**src/rtl/demux4_stream_pkg.sv**
```systemverilog
// Shared constants for the 4-way stream demux: width defaults and slot state encoding.
// No logic; imported by the slot and top modules.
// Holds no state and applies no backpressure.
package demux4_stream_pkg;

  localparam int DEF_WIDTH = 32;
  localparam int DEF_CNTW  = 8;
  localparam int NUM_OUT   = 4;

  typedef enum logic {
    EMPTY = 1'b0,
    FULL  = 1'b1
  } slot_state_t;

endpackage

```
**src/rtl/demux_slot.sv**
```systemverilog
// One-entry output slot with a wrapping delivery counter.
// A load is visible on valid/data_out the next cycle.
// Holds data stable while ready_in is low; load and deliver in one cycle pass straight through.
module demux_slot
  import demux4_stream_pkg::*;
#(
  parameter int WIDTH = DEF_WIDTH,
  parameter int CNTW  = DEF_CNTW
) (
  input  logic             clk,
  input  logic             rst_n,
  input  logic             load,
  input  logic [WIDTH-1:0] data_in,
  input  logic             ready_in,
  output logic             valid,
  output logic [WIDTH-1:0] data_out,
  output logic [CNTW-1:0]  cnt
);

  slot_state_t state;
  logic        deliver;

  assign valid   = (state == FULL);
  assign deliver = valid & ready_in;

  // The top only asserts load when the slot is EMPTY or delivering this edge.
  always_ff @(posedge clk or negedge rst_n) begin
    if (!rst_n) begin
      state    <= EMPTY;
      data_out <= '0;
      cnt      <= '0;
    end else begin
      if (load) begin
        state    <= FULL;
        data_out <= data_in;
      end else if (deliver) begin
        state <= EMPTY;
      end
      if (deliver) begin
        cnt <= cnt + 1'b1;
      end
    end
  end

endmodule

```
**src/rtl/demux4_stream.sv**
```systemverilog
// Routes one input stream to one of four single-entry output slots chosen by in_sel.
// Latency 1: an accepted word shows up on its output on the next cycle.
// in_ready reflects only the addressed slot, so a stalled output never blocks the others.
module demux4_stream
  import demux4_stream_pkg::*;
#(
  parameter int WIDTH = DEF_WIDTH,
  parameter int CNTW  = DEF_CNTW
) (
  input  logic             clk,
  input  logic             rst_n,
  input  logic             in_valid,
  output logic             in_ready,
  input  logic [WIDTH-1:0] in_data,
  input  logic [1:0]       in_sel,
  output logic [3:0]       out_valid,
  input  logic [3:0]       out_ready,
  output logic [WIDTH-1:0] out_data0,
  output logic [WIDTH-1:0] out_data1,
  output logic [WIDTH-1:0] out_data2,
  output logic [WIDTH-1:0] out_data3,
  output logic [CNTW-1:0]  out_cnt0,
  output logic [CNTW-1:0]  out_cnt1,
  output logic [CNTW-1:0]  out_cnt2,
  output logic [CNTW-1:0]  out_cnt3,
  output logic             busy
);

  logic [3:0]       load;
  logic [WIDTH-1:0] data_arr [NUM_OUT];
  logic [CNTW-1:0]  cnt_arr  [NUM_OUT];

  assign in_ready = !out_valid[in_sel] | out_ready[in_sel];
  assign busy     = |out_valid;

  for (genvar k = 0; k < NUM_OUT; k++) begin : g_slot
    assign load[k] = in_valid & in_ready & (in_sel == 2'(k));

    demux_slot #(
      .WIDTH (WIDTH),
      .CNTW  (CNTW)
    ) u_slot (
      .clk      (clk),
      .rst_n    (rst_n),
      .load     (load[k]),
      .data_in  (in_data),
      .ready_in (out_ready[k]),
      .valid    (out_valid[k]),
      .data_out (data_arr[k]),
      .cnt      (cnt_arr[k])
    );
  end

  assign out_data0 = data_arr[0];
  assign out_data1 = data_arr[1];
  assign out_data2 = data_arr[2];
  assign out_data3 = data_arr[3];
  assign out_cnt0  = cnt_arr[0];
  assign out_cnt1  = cnt_arr[1];
  assign out_cnt2  = cnt_arr[2];
  assign out_cnt3  = cnt_arr[3];

endmodule

```
**config.mk**
```make
export PLATFORM = sky130hd
export DESIGN_NAME = demux4_stream
export DESIGN_NICKNAME = d
export VERILOG_FILES = /design/src/rtl/demux4_stream_pkg.sv /design/src/rtl/demux_slot.sv /design/src/rtl/demux4_stream.sv
export SDC_FILE = /design/constraint.sdc
export NUM_CORES = 1
export LEC_CHECK = 0
export BUFFER_PORTS_ARGS = -buffer_cell sky130_fd_sc_hd__clkbuf_2
export CAP_MARGIN = 20
export CORE_MARGIN = 1
export CORE_UTILIZATION = 51
export CTS_CLUSTER_SIZE = 25
export DETAILED_ROUTE_END_ITERATION = 12
export PLACE_DENSITY = 0.8
export SLEW_MARGIN = 25
export SYNTH_ARGS = -nofsm -noshare
export SYNTH_HDL_FRONTEND = slang
export SYNTH_SLANG_ARGS = --single-unit
export TNS_END_PERCENT = 1
```
**constraint.sdc**
```tcl
create_clock -name clk -period 1.94 [get_ports clk]
set_clock_uncertainty 0.15 [all_clocks]
set_input_delay 0.194 -clock clk [delete_from_list [all_inputs] [get_ports clk]]
set_output_delay 0.194 -clock clk [all_outputs]
set_load 0.1 [all_outputs]
```
==> impl_results.md <==
* Congestion Overflow GR at 0
* Reg clk slew, reported paths at 0.06 ns
* Synth async-reset ratio at 100%
* Post-Syn Instances at 411
* Die Ht at 114 um
* Post-Syn Nets at 456
* Nets at 726
* Layout area overhead at 39.6%
* Vias/cell at 5.05
* Dpl cell area at 0.00771 mm^2
* Number of port buffers at 206
* Critical path type: register to output pin
* Num CTS Buffers at 17
* Count leader, synth: dfrtp_1
* Global Route Usage Sum at 24.6%
* Core area at 0.0122 mm^2
* Top post-synthesis cells by area: dfrtp_1 64%, mux2_2 22%, xnor2_1 2.5%
* Slew Limit Fails at 0
* Slew at the pin with the worst max-slew slack at 0.570 ns
* HP Class: primary input to register
* Post-synth top area share at 63.9%
* Post-synthesis cell type count at 29
* RSZ-0062 raised after global routing: true
* Ys flop type: dfrtp_1
* Slew Limit Headroom at 62.2%
* Largest net degree at the start of global routing at 55
* Vias in the first global route at 4632
* Final ANT Viol Nets at 0
* FP Rows at 40
* Register area share after synthesis at 63.9%
* Most used routing layer in global routing: met2
* DR vias at 4355
* Synth Warn # at 0
* Final period utilization at 101%
* Cell family with most CP delay: multiplexers
* Setup_tns at -0.0395 ns
* Cell area after layout at 0.00896 mm^2
* Area leader, netlist: dfrtp_1
* Met3 Use GR at 6.99%
* DRC errors left at 0
* Detailed Routing Iterations Pass 1 at 7
* Data arrival, critical path at 1.62 ns
* Mapped cell area at 0.00642 mm^2
* Maximum clock frequency at 0.510 GHz
* Final Hold Fails at 0
* Routed len/inst at 17.4 um
* Most frequent cells after synthesis: 164 x dfrtp_1, 125 x mux2_2, 23 x nand2_1
* Initial DRC count at 215
* GPL Wtd Cong at 0.773
* Final setup viols at 2
* Detail Placement HPWL at 9990 um
* Clock Path Buffers at 2
* Placement Setup Slack at 0.242 ns
* Crit path required time at 1.60 ns
* CTS tree: built
* Initial antenna violation count at 0
* TritonCTS Sinks at 164
* Met1 Use GR at 29.1%
* Antenna Diode Count at 0
* CP Max Fanout at 3
* H-tree levels at 4
* Final min period at 1.96 ns
* First-pass GRT wire length at 24000 um
* Worst-skew pair later-pin latency at 0.42 ns
* Root buffer cell: clkbuf_16
* Starting density of the core at 52.8%
* Outcome: complete, but fails checks
* Routing usage on met2 at 41.9%
* Die Wd at 114 um
* Failing checks: negative setup slack
* Slowest-stage cell, CP: mux4_2
* Seq cells post-synth at 164
* # IOs at 207
* Setup WS post-layout at -0.0225 ns
* CP Capture Type: output pin
* Slowest stage delay, CP at 0.50 ns
* WL final at 15000 um
* Post-synth EDFFs at 0
* Worst path bufs/invs at 1
* Worst setup SP type: register
* Crit-path cells: nand2b_1, mux4_2, buf_12
* Layout cell share with drive strength beyond 1 at 57.5%
* Die ar. at 0.0130 mm^2
* Avg Inst Size Synth at 15.6 um^2
* Max cap viols at 0
per-layer routing:
layer	share of wire, %	vias to the layer above	wire length, um
met1	40	2190	5970
met2	52	156	7760
met5	0	-	0
met3	6.2	26	928
li1	-	1983	-
met4	2.3	0	351
cell usage in the layout (no fill, tap or decap), drive strengths merged, types with 4 or more instances in the layout:
cell / n
mux2: 132
nor3: 4
xor2: 10
dfrtp: 164
bufinv: 8
ha: 4
dlygate4sd3: 44
nor2: 6
clkbuf: 227
nand2b: 4
nand4: 4
nand2: 23
nand3: 7
buf: 22
xnor2: 18
metrics by stage:
step / hold slack (ns) / std cells / utilization, %
after global placement: -0.0281 / 777 / 63.4
after CTS: -0.00223 / 860 / 73.6
after detailed placement: -0.0242 / 777 / 63.4
after global routing: 0.0352 / 862 / 73.7
final: 0.0203 / 862 / 73.7
after floorplan: -0.252 / 411 / -
final timing paths:
path,slack (ns),cells past startpoint,startpoint,endpoint
max reg2reg,0.07,5,g_slot[3].u_slot.valid$_DFFE_PN0P_,g_slot[3].u_slot.cnt[1]$_DFFE_PN0P_
max in group asynchronous,0.89,3,rst_n,g_slot[2].u_slot.data_out[8]$_DFFE_PN0P_
min reg2reg,0.32,1,g_slot[0].u_slot.cnt[7]$_DFFE_PN0P_,g_slot[0].u_slot.cnt[7]$_DFFE_PN0P_
min,0.02,3,out_ready[2],g_slot[2].u_slot.cnt[0]$_DFFE_PN0P_
max,-0.02,3,g_slot[0].u_slot.valid$_DFFE_PN0P_,in_ready
min in group asynchronous,0.10,2,rst_n,g_slot[2].u_slot.cnt[6]$_DFFE_PN0P_
worst register-to-register path, stage by stage, from the launching register on:
cell,delay (ns)
dfrtp_1,0.38
buf_4,0.14
buf_4,0.13
nand2_1,0.07
dlygate4sd3_1,0.56
mux2_2,0.33
timing repair:
item | CTS | global route
hold buffers | 44 | 0
resized for setup | 4 | 0
hold endpoints to repair | 302 | 0
buffers inserted | 7 | 2
endpoints found under the setup margin | 2 | 2
logic make-up (layout without fill, tap and decap cells):
kind of cell / Yosys count / in the layout / share of synthesized area [%]
buf+inv: 20 / 303 / 2.57
compound gates: 1 / 1 / 0.0779
xor+xnor: 28 / 28 / 3.82
fa+ha+maj: 4 / 4 / 0.780
mux: 133 / 133 / 23.8
simple gates: 61 / 61 / 5.03
flops: 164 / 164 / 63.9
cell type report:
type | instances | area (um^2)
inverters | 1 | 3.75
clock buffers | 23 | 478
multi-input cells | 227 | 2160
repair buffers | 270 | 1750
flip-flops and latches | 164 | 4110
clock inverters | 9 | 245
fillers | 801 | 3200
well taps | 168 | 210
flip-flops by register name (all words and copies together), names as in the netlist:
register                flops
g_slot.u_slot.cnt          32
g_slot.u_slot.data_out    128
g_slot.u_slot.valid         4
Power is left out: the tool's default activity adds up to more than one toggle a clock period on the data nets, which glitch-free logic cannot reach.
